**src/rtl/uart_rx_edge_bit_sampler.sv**
```systemverilog
// uart_rx_edge_bit_sampler: oversampling edge/bit counters plus 2-of-3 mid-bit majority sampler; `RX_SYNC_EN adds a 2-flop RX_IN synchronizer
module uart_rx_edge_bit_sampler #(
    parameter int PRESCALE_W = 6,
    parameter int CNT_W      = 5
) (
    input  logic                  CLK,
    input  logic                  RST,
    input  logic                  RX_IN,
    input  logic [PRESCALE_W-1:0] PRESCALE,
    input  logic                  enable,
    input  logic                  data_samp_en,
    output logic [CNT_W-1:0]      edge_cnt,
    output logic [CNT_W-1:0]      bit_cnt,
    output logic                  sampled_bit,
    output logic                  samp_strobe
);
    localparam logic [PRESCALE_W-1:0] P8  = PRESCALE_W'(8);
    localparam logic [PRESCALE_W-1:0] P16 = PRESCALE_W'(16);
    localparam logic [PRESCALE_W-1:0] P32 = PRESCALE_W'(32);
    localparam logic [PRESCALE_W-1:0] ONE = PRESCALE_W'(1);
    localparam logic [PRESCALE_W-1:0] TWO = PRESCALE_W'(2);

    logic [PRESCALE_W-1:0] r_p;
    logic                  r_en_d;
    logic                  r_s0;
    logic                  r_s1;
    logic                  w_rx;
    logic [PRESCALE_W-1:0] w_p_sel;
    logic [PRESCALE_W-1:0] w_h;
    logic [PRESCALE_W-1:0] w_edge;
    logic                  w_wrap;
    logic                  w_act;
    logic                  w_maj;

`ifdef RX_SYNC_EN
    logic [1:0] r_sync;

    // two-stage synchronizer, idles high like the line itself
    always_ff @(posedge CLK or posedge RST) begin
        if (RST) r_sync <= 2'b11;
        else     r_sync <= {r_sync[0], RX_IN};
    end

    assign w_rx = r_sync[1];
`else
    assign w_rx = RX_IN;
`endif

    assign w_p_sel = (PRESCALE == P16 || PRESCALE == P32) ? PRESCALE : P8;
    assign w_h     = r_p >> 1;
    assign w_edge  = PRESCALE_W'(edge_cnt);
    assign w_wrap  = w_edge == r_p - ONE;
    assign w_act   = enable && data_samp_en;
    assign w_maj   = (r_s0 & r_s1) | (r_s0 & w_rx) | (r_s1 & w_rx);

    // latch the oversampling ratio only when enable rises, so mid-frame PRESCALE changes are ignored
    always_ff @(posedge CLK or posedge RST) begin
        if (RST) begin
            r_p    <= P8;
            r_en_d <= 1'b0;
        end else begin
            r_en_d <= enable;
            if (enable && !r_en_d) r_p <= w_p_sel;
        end
    end

    // edge counter wraps every P clocks and advances the saturating bit counter
    always_ff @(posedge CLK or posedge RST) begin
        if (RST) begin
            edge_cnt <= '0;
            bit_cnt  <= '0;
        end else if (!enable) begin
            edge_cnt <= '0;
            bit_cnt  <= '0;
        end else if (w_wrap) begin
            edge_cnt <= '0;
            bit_cnt  <= (&bit_cnt) ? bit_cnt : bit_cnt + 1'b1;
        end else begin
            edge_cnt <= edge_cnt + 1'b1;
        end
    end

    // capture samples at H-2 and H-1, vote with the live sample at H and pulse the strobe
    always_ff @(posedge CLK or posedge RST) begin
        if (RST) begin
            r_s0        <= 1'b1;
            r_s1        <= 1'b1;
            sampled_bit <= 1'b1;
            samp_strobe <= 1'b0;
        end else begin
            samp_strobe <= w_act && w_edge == w_h;
            if (w_act && w_edge == w_h - TWO) r_s0 <= w_rx;
            if (w_act && w_edge == w_h - ONE) r_s1 <= w_rx;
            if (w_act && w_edge == w_h) sampled_bit <= w_maj;
        end
    end
endmodule

```
**config.mk**
```make
export PLATFORM = sky130hd
export DESIGN_NAME = uart_rx_edge_bit_sampler
export DESIGN_NICKNAME = d
export VERILOG_FILES = /design/src/rtl/uart_rx_edge_bit_sampler.sv
export SDC_FILE = /design/constraint.sdc
export NUM_CORES = 1
export LEC_CHECK = 0
export BUFFER_PORTS_ARGS = -buffer_cell sky130_fd_sc_hd__buf_2
export CORE_ASPECT_RATIO = 2
export CORE_MARGIN = 4
export CORE_UTILIZATION = 25
export DETAILED_ROUTE_END_ITERATION = 16
export SLEW_MARGIN = 10
export SYNTH_ARGS = -nofsm -noshare
export SYNTH_HDL_FRONTEND = slang
export SYNTH_SLANG_ARGS = --single-unit
```
**constraint.sdc**
```tcl
create_clock -name CLK -period 2.65 [get_ports CLK]
set_input_delay 0.3975 -clock CLK [delete_from_list [all_inputs] [get_ports CLK]]
set_output_delay 0.3975 -clock CLK [all_outputs]
set_load 0.01 [all_outputs]
```
==> impl_metrics.yaml, run 1 <==
final_layout:
  n_fill_cell: 554
  nets: 174
  layout-drive-gt1-share_pct: 24.03
  area_delta_synth_final_pct: 15.29
  num_antenna_cells: 0
  final_core_util_pct: 29.92
critical_path:
  startpoint: "r_p[2]$_DFFE_PP0P_"
  start_kind: "flip-flop"
  critical_path_arrival_ns: 2.50
  critical_path_class: "flip-flop to flip-flop"
  critPathCaptureType: "flip-flop"
  required_ns: 2.84
  worst-r2r-cell-count: 7
  timing.rr.start: "r_p[2]$_DFFE_PP0P_"
  critPathMaxFanout: 6
sta:
  tns_ns: 0
  skew_ns: 0.003388
  fin_crit_ns: 2.306
  holdWs_ns: 0.2812
  slew_viol_final: 0
  setup_viol: 0
  rsz0062_at_grt: "no"
  hold_violations: 0
  fmax_mhz: 433.6
  max_slew_margin_pct: 46.16
  worst_slew_pin_slew_ns: 0.8067
  period_share_pct: 87.03
drt:
  vias: 1019
  drtPass1Iterations: 4
  vias_per_cell: 4.807
  drc: 0
  antenna_left: 0
  wl_per_cell_um: 14.70
  drtIter0Drc: 36
  routed_wl_um: 3117
synthesis:
  syn-cell-area_sq_um: 1334
  synth_adder_area_share_pct: 8.255
  netlist_instances: 132
  seq_area_frac_synth_pct: 39.77
  synth_top_family_by_area: "simple AND/OR/NAND/NOR gates"
  ys_ff_latch: 21
  avgSynthCellArea_sq_um: 10.10
  muxShareOfSynthArea_pct: 5.535
  synth_nets: 151
  synth_xor_area_share_pct: 14.73
  ys_warn_count: 0
  synth_compound_area_share_pct: 10.23
  yosys.area_share.simple_pct: 16.79
  synth_cell_type_count: 38
power_and_ir_drop:
  pwr-share-clk_pct: 31.1
  leakagePower_nw: 0.7180
  seqPwrFrac_pct: 54.9
  p_sw_mw: 0.1729
  p_sw_share_pct: 25.54
  power.internal_mw: 0.5040
  powerDensity_nw_per_um2: 440.2
  ir_drop_mv: 0.2348
  pwr-share-comb_pct: 14.0
clocking:
  htree_levels: 1
  cts_hold_buf: 0
  path_clk_slew_ns: 0.08
  cts_tree: "yes"
  clock-sinks: 21
  cts_made_buffers: 3
  post_cts_buffers: 0
  cts_root_buffer: "clkbuf_8"
  clk_latency_ns: 0.26
  cts_resized: 0
  cts_buffer_depth: 2
floorplan:
  die_h_um: 111.3
  rows: 37
  core-area_sq_um: 5139
  num_io_pins: 23
  die_area_sq_um: 6639
  start_util_pct: 25.96
  die_w_um: 59.65
place:
  numPortBuffers: 22
  hpwl_um: 2583
  place.gp.congestion: 0.8335
global_routing:
  grt.overflow.total: 0
  grt_pass1_wl_um: 5099
  antenna_found_initial: 0
  grt_max_degree: 22
  first_global_vias: 1040
  grt_usage_pct: 10.10
run_status:
  status: "finished clean"
worst_hold_path:
  min_path_type: "primary input to async pin"
job:
  cap_violations: 0
==> state kept, by name, summed over array words and instances (netlist names) <==
register,flops
bit_cnt,5
r_s0,1
r_s1,1
edge_cnt,5
r_en_d,1
r_p,6
sampled_bit,1
samp_strobe,1
==> power by group through the flow <==
stage	combinational (mW)	clock (mW)	sequential, mW
4_1_cts	0.0982	0.220	0.372
2_1_floorplan	0.0690	0	0.374
3_3_place_gp	0.0960	0	0.378
3_5_place_dp	0.0980	0	0.379
5_1_grt	0.109	0.233	0.375
6_report	0.0950	0.211	0.371
==> logic make-up after synthesis <==
family | after synthesis
mux | 7
xor+xnor | 20
simple gates | 42
buf+inv | 13
compound gates | 20
flops | 21
fa+ha+maj | 9
==> worst paths after layout <==
check	to	slack, ns
worst max-delay path	r_s1$_DFFE_PP1P_	0.34
worst min-delay path	r_p[2]$_DFFE_PP0P_	0.28
worst max register to register	r_s1$_DFFE_PP1P_	0.34
worst min register to register	r_p[1]$_DFFE_PP0P_	0.57
max in group asynchronous	r_p[1]$_DFFE_PP0P_	1.87
min in group CLK	r_en_d$_DFF_PP0_	0.35
==> metal layers <==
metal | GRT usage (%) | vias to the layer above | part of all wire [%]
met5 | 0 | - | 0
met4 | 4.438 | 0 | 1.8
met3 | 1.282 | 4 | 2.6
met2 | 19.36 | 15 | 63
met1 | 9.877 | 499 | 32
li1 | - | 501 | -
==> per-stage QoR <==
stage | setup slack, ns | power (mW) | area [sq um] | std cells
2_1_floorplan | 0.6066 | 0.4427 | 1334 | 132
3_3_place_gp | 0.3460 | 0.4741 | 1491 | 208
3_5_place_dp | 0.3434 | 0.4765 | 1491 | 208
4_1_cts | 0.3229 | 0.6901 | 1538 | 212
5_1_grt | 0.1733 | 0.7162 | 1538 | 212
6_report | 0.3438 | 0.6769 | 1538 | 212
==> critical path: stages, from the launching register on <==
cell and delay (ns):
dfrtp_1 0.44, inv_1 0.15, ha_1 0.31, a21boi_1 0.36, mux2i_1 0.23, mux2i_1 0.09
nor4_1 0.30, mux2_1 0.35
==> area by class of cell <==
class	count	area, sq um	area share (%)
clock buffer	3	41.29	2.685
clock inverter	1	5.005	0.3255
inverter	8	30.03	1.953
multi-input combinational	98	740.7	48.17
sequential	21	530.5	34.50
tap	58	72.57	4.719
timing repair buffer	23	117.6	7.649
==> synthesized netlist by cell type <==
library cell / instances / area [sq um]
a31oi_1: 1 / 6.260
nand2b_1: 2 / 12.51
dfstp_2: 4 / 105.1
o31ai_1: 2 / 15.01
xor2_2: 1 / 16.27
and3_1: 3 / 18.77
buf_6: 1 / 11.26
nor2_1: 9 / 33.78
xnor2_1: 10 / 87.58
inv_1: 8 / 30.03
a211o_1: 1 / 8.760
mux2i_1: 4 / 40.04
nand3_1: 7 / 35.03
o21ai_0: 4 / 20.02
and2_2: 1 / 7.510
a22o_1: 2 / 17.52
or2_4: 1 / 8.760
ha_1: 8 / 100.1
mux2_2: 2 / 22.52
nand2_1: 6 / 22.52
nor4_1: 1 / 6.260
and2_1: 3 / 18.77
nor3_1: 3 / 15.01
o221ai_2: 1 / 15.01
xnor3_1: 1 / 22.52
buf_4: 1 / 7.510
maj3_1: 1 / 10.01
mux2_1: 1 / 11.26
o2111ai_1: 1 / 8.760
dfrtp_1: 17 / 425.4
a21oi_1: 6 / 30.03
clkbuf_1: 1 / 3.750
buf_2: 2 / 10.01
nand4_1: 1 / 6.260
and3b_1: 1 / 8.760
xor2_1: 8 / 70.07
a21boi_1: 2 / 15.01
or4_1: 4 / 30.03
==> layout by cell type, fill, tap and decap left out, types with 2 or more instances in the layout <==
cell and instances:
and2_1 3, o21ai_0 4, nand2b_1 2, dfrtp_1 17, xor2_1 8, inv_1 8
xnor2_1 10, a21oi_1 6, mux2_2 2, a22o_1 2, nor3_1 3, nand2_1 6
a21boi_1 2, mux2i_1 4, ha_1 8, buf_2 22, nand3_1 7, nor2_1 9
and3_1 3, or4_1 4, clkbuf_8 3, dfstp_2 4, o31ai_1 2
Power figures use the tool's default switching activity.
==> run 2, diff against run 1 <==
--- a/config.mk
+++ b/config.mk
@@ -8,7 +8,7 @@
 export BUFFER_PORTS_ARGS = -buffer_cell sky130_fd_sc_hd__buf_2
 export CORE_ASPECT_RATIO = 2
 export CORE_MARGIN = 4
-export CORE_UTILIZATION = 25
+export CORE_UTILIZATION = 31
 export DETAILED_ROUTE_END_ITERATION = 16
 export SLEW_MARGIN = 10
 export SYNTH_ARGS = -nofsm -noshare
==> run 2 against run 1 <==
Against the previous run: largest cell class unchanged; final cell count is 3.3% lower; worst hold slack worse by 0.0056 ns; wire length is 4.9% lower; count of clock-buffer cells in the layout stayed put.
==> impl_metrics.yaml, run 2 (synthesized netlist as in run 1, its figures left out) <==
sta:
  slew_viol_final: 0
  rsz0062_at_grt: "no"
  fin_crit_ns: 2.324
  hold_violations: 0
  skew_ns: 0.004086
  period_share_pct: 87.68
  setup_viol: 0
  max_slew_margin_pct: 45.54
  finalWorstSetupSlack_ns: 0.3264
  worst_slew_pin_slew_ns: 0.8160
  tns_ns: 0
  fmax_mhz: 430.4
clocking:
  cts_buffer_depth: 2
  htree_levels: 1
  post_cts_buffers: 0
  path_clk_slew_ns: 0.08
  cts_tree: "yes"
  cts_resized: 0
  cts_root_buffer: "clkbuf_8"
  clk_latency_ns: 0.26
  clock-sinks: 21
  cts_hold_buf: 0
  cts_made_buffers: 3
place:
  pre_cts_ws_ns: 0.4073
  numPortBuffers: 22
  hpwl_um: 2307
  post_dp_cell_area_sq_um: 1476
  place.gp.congestion: 0.9035
drt:
  vias: 1029
  routed_wl_um: 2964
  drtPass1Iterations: 4
  antenna_left: 0
  wl_per_cell_um: 14.46
  wl_met1_um: 1110
  top_layer_used: "met4"
  vias_per_cell: 5.020
  drc: 0
  dr_wl_met3_um: 103
  drtIter0Drc: 13
  dr_wl_met2_um: 1624
run_status:
  status: "finished clean"
final_layout:
  largest_reg_flops: 6
  final_cell_mix: "22 x buf_2, 17 x dfrtp_1, 10 x xnor2_1, 9 x nor2_1"
  nets: 173
  n_fill_cell: 431
  final_common_cell: "buf_2"
  area_delta_synth_final_pct: 14.17
  design_area_sq_um: 1523
  num_antenna_cells: 0
  regMostFlops: "r_p"
  top_regs: "r_p x6, bit_cnt x5, edge_cnt x5"
  layout-drive-gt1-share_pct: 23.53
  final_core_util_pct: 36.88
floorplan:
  core-area_sq_um: 4129
  die_area_sq_um: 5479
  die_w_um: 54.38
  die_h_um: 100.8
  num_io_pins: 23
  start_util_pct: 32.30
  rows: 33
critical_path:
  critical_path_arrival_ns: 2.44
  critPathMaxFanout: 8
  start_kind: "flip-flop"
  worst-r2r-cell-count: 7
  critical_path_class: "flip-flop to flip-flop"
  required_ns: 2.77
  critPathCaptureType: "flip-flop"
global_routing:
  antenna_found_initial: 0
  grt_max_degree: 22
  grt_pass1_wl_um: 4981
  grt_usage_pct: 12.39
  first_global_vias: 1111
  grt.overflow.total: 0
power_and_ir_drop:
  power_mw: 0.6842
  leakagePower_nw: 0.7132
  ir_drop_mv: 0.3055
  powerDensity_nw_per_um2: 449.3
job:
  cap_violations: 0
worst_hold_path:
  min_path_type: "primary input to async pin"
run 2: changes by cell type in the layout (fill, tap and decap cells not counted):
cell / before / now
buf_4: 1 / 0
run 2: cell type report:
type                            count  area [sq um]  share of cell area [%]
Clock buffer                        3         41.29                   2.712
Clock inverter                      1         5.005                  0.3287
Inverter                            8         30.03                   1.972
Multi-Input combinational cell     98         740.7                   48.64
Sequential cell                    21         530.5                   34.84
Tap cell                           52         65.06                   4.273
Timing Repair Buffer               22         110.1                   7.231
run 2: per-stage QoR:
stage | instances | hold slack, ns
3_5_place_dp | 201 | 0.5574
2_1_floorplan | 132 | 0.3711
3_3_place_gp | 201 | 0.5458
4_1_cts | 205 | 0.3186
5_1_grt | 205 | 0.3446
6_report | 205 | 0.2756
run 2: final timing paths:
check | from | slack, ns | endpoint
max | r_p[2]$_DFFE_PP0P_ | 0.33 | edge_cnt[3]$_DFF_PP0_
min | RST | 0.28 | r_p[5]$_DFFE_PP0P_
max reg2reg | r_p[2]$_DFFE_PP0P_ | 0.33 | edge_cnt[3]$_DFF_PP0_
min reg2reg | bit_cnt[4]$_DFFE_PP0P_ | 0.56 | bit_cnt[4]$_DFFE_PP0P_
max in group asynchronous | RST | 1.86 | samp_strobe$_DFF_PP0_
min in group CLK | enable | 0.36 | r_en_d$_DFF_PP0_
run 2: report_power, final:
part / switching, mW / internal (mW) / leakage [nW]
clock network: 0.111 / 0.105 / 0.0255
logic: 0.0488 / 0.0473 / 0.413
registers: 0.0214 / 0.351 / 0.274
total: 0.181 / 0.503 / 0.713
run 2: worst max-delay path, stage by stage (launching register included):
cell      delay (ns)
dfrtp_1         0.44
inv_1           0.15
ha_1            0.21
a21boi_1        0.27
xnor2_1         0.18
o221ai_2        0.20
o21ai_0         0.60
nor2_1          0.12
run 2: metal layers:
layer / track usage (%) / up-vias
met5: 0 / -
met4: 7.678 / 0
met3: 1.778 / 13
met2: 21.61 / 24
met1: 13.10 / 495
li1: - / 497
==> run 3, diff against run 2 <==
--- a/config.mk
+++ b/config.mk
@@ -8,8 +8,9 @@
 export BUFFER_PORTS_ARGS = -buffer_cell sky130_fd_sc_hd__buf_2
 export CORE_ASPECT_RATIO = 2
 export CORE_MARGIN = 4
-export CORE_UTILIZATION = 31
+export CORE_UTILIZATION = 42
 export DETAILED_ROUTE_END_ITERATION = 16
+export SKIP_CTS_REPAIR_TIMING = 1
 export SLEW_MARGIN = 10
 export SYNTH_ARGS = -nofsm -noshare
 export SYNTH_HDL_FRONTEND = slang
==> run 3 against run 2 <==
Against the previous run: critical path depth unchanged; via count up 2.9%; maximum frequency rose by 1.1%; flip-flop and latch count is the same; global-route usage increased by 3.3 points; design area fell by 0.90%; core utilization increased by 13 points; clock power decreased by 4%.
==> impl_metrics.yaml, run 3 (synthesized netlist as in run 1, its figures left out) <==
run_status:
  status: "finished clean"
final_layout:
  final_core_util_pct: 50.08
  final_cell_mix: "22 x buf_2, 17 x dfrtp_1, 10 x xnor2_1, 9 x nor2_1"
  num_antenna_cells: 0
  top_regs: "r_p x6, bit_cnt x5, edge_cnt x5"
  layout-drive-gt1-share_pct: 23.87
  regMostFlops: "r_p"
  area_delta_synth_final_pct: 13.13
  n_fill_cell: 288
  largest_reg_flops: 6
  design_area_sq_um: 1509
  nets: 175
  final_common_cell: "buf_2"
  fin_cells: 185
  regArea_sq_um: 530.5
  multi_input_area_sq_um: 740.7
clocking:
  cts_root_buffer: "clkbuf_8"
  cts_made_buffers: 3
  cts_tree: "yes"
  path_clk_slew_ns: 0.07
  clock-sinks: 21
  htree_levels: 1
  clk_latency_ns: 0.26
  cts_buffer_depth: 2
floorplan:
  rows: 28
  die_area_sq_um: 4196
  die_h_um: 87.70
  core-area_sq_um: 3013
  die_w_um: 47.85
  start_util_pct: 44.27
  num_io_pins: 23
drt:
  drtIter0Drc: 24
  antenna_left: 0
  wl_per_cell_um: 15.49
  vias_per_cell: 5.724
  routed_wl_um: 2865
  vias: 1059
  drtPass1Iterations: 4
  drc: 0
sta:
  skew_ns: 0.003777
  rsz0062_at_grt: "no"
  slew_viol_final: 0
  period_share_pct: 86.73
  hold_violations: 0
  max_slew_margin_pct: 46.28
  setup_viol: 0
  holdWs_ns: 0.2864
  tns_ns: 0
  worst_slew_pin_slew_ns: 0.8049
  fmax_mhz: 435.1
  fin_crit_ns: 2.298
critical_path:
  critPathMaxStageDelay_ns: 0.44
  path_common_cell: "mux2i_1"
  critical_path_class: "flip-flop to flip-flop"
  start_kind: "flip-flop"
  critPathCaptureType: "flip-flop"
  crit_chain: "inv_1, ha_1, a21boi_1, mux2i_1, mux2i_1, nor4_1, mux2_1"
  critPathMaxFanout: 6
  required_ns: 2.84
  slowest_stage: "dfrtp_1"
  r2r_slack_ns: 0.35
  critical_path_arrival_ns: 2.48
place:
  hpwl_um: 2368
  post_dp_cell_area_sq_um: 1464
  numPortBuffers: 22
  place.gp.congestion: 0.7849
  place_inst: 181
global_routing:
  grt_usage_pct: 15.67
  antenna_found_initial: 0
  grt_pass1_wl_um: 4754
  first_global_vias: 1072
  grt_max_degree: 22
  grt.overflow.total: 0
job:
  cap_violations: 0
power_and_ir_drop:
  powerDensity_nw_per_um2: 447.4
  leakagePower_nw: 0.7213
  ir_drop_mv: 0.3027
worst_hold_path:
  min_path_type: "primary input to async pin"
[run 3: changes by cell type in the layout (fill, tap and decap cells not counted), sizes merged]
cell	delta
clkinv	-1
clkbuf	+1
buf	+2
[run 3: where the power goes]
part | switching [mW] | internal, mW
combinational | 0.0501 | 0.0487
clock | 0.0994 | 0.107
sequential | 0.0187 | 0.351
[run 3: metrics by stage]
stage                     setup slack [ns]  power, mW
after CTS                           0.3396     0.6840
after detailed placement            0.3665     0.4779
final                               0.3518     0.6751
after global placement              0.4114     0.4718
after global routing                0.1472     0.7155
after floorplan                     0.6066     0.4427
[run 3: final cells by class]
cell class	count	area share, %
multi-input cells	98	49.09
flip-flops and latches	21	35.16
repair buffers	24	8.292
clock buffers	4	2.985
well taps	30	2.488
inverters	8	1.990
[run 3: layer usage]
layer,track usage [%],routed length (um),up-vias,share of wire [%]
met4,4.412,28,0,0.98
met1,15.04,1009,525,35
li1,-,-,501,-
met2,31.12,1699,29,59
met3,2.058,127,4,4.4
met5,0,0,-,0
[run 3: path summary, 6_finish.rpt]
kind / from / end / cells past startpoint
worst min register to register: bit_cnt[3]$_DFFE_PP0P_ / bit_cnt[3]$_DFFE_PP0P_ / 2
worst max register to register: r_p[2]$_DFFE_PP0P_ / r_s1$_DFFE_PP1P_ / 7
max in group asynchronous: RST / r_p[0]$_DFFE_PP0P_ / 2
worst min-delay path: RST / r_en_d$_DFF_PP0_ / 2
worst max-delay path: r_p[2]$_DFFE_PP0P_ / r_s1$_DFFE_PP1P_ / 7
min in group CLK: enable / r_en_d$_DFF_PP0_ / 1
[run 3: critical path: cells and delay by family (launching register included)]
| kind | cells | cell delay, ns |
|---|---|---|
| AO/OA/AOI/OAI | 1 | 0.33 |
| buffers and inverters | 1 | 0.14 |
| multiplexers | 3 | 0.69 |
| adder cells (fa/ha/maj) | 1 | 0.30 |
| AND/OR/NAND/NOR | 1 | 0.31 |
| flip-flops | 1 | 0.44 |
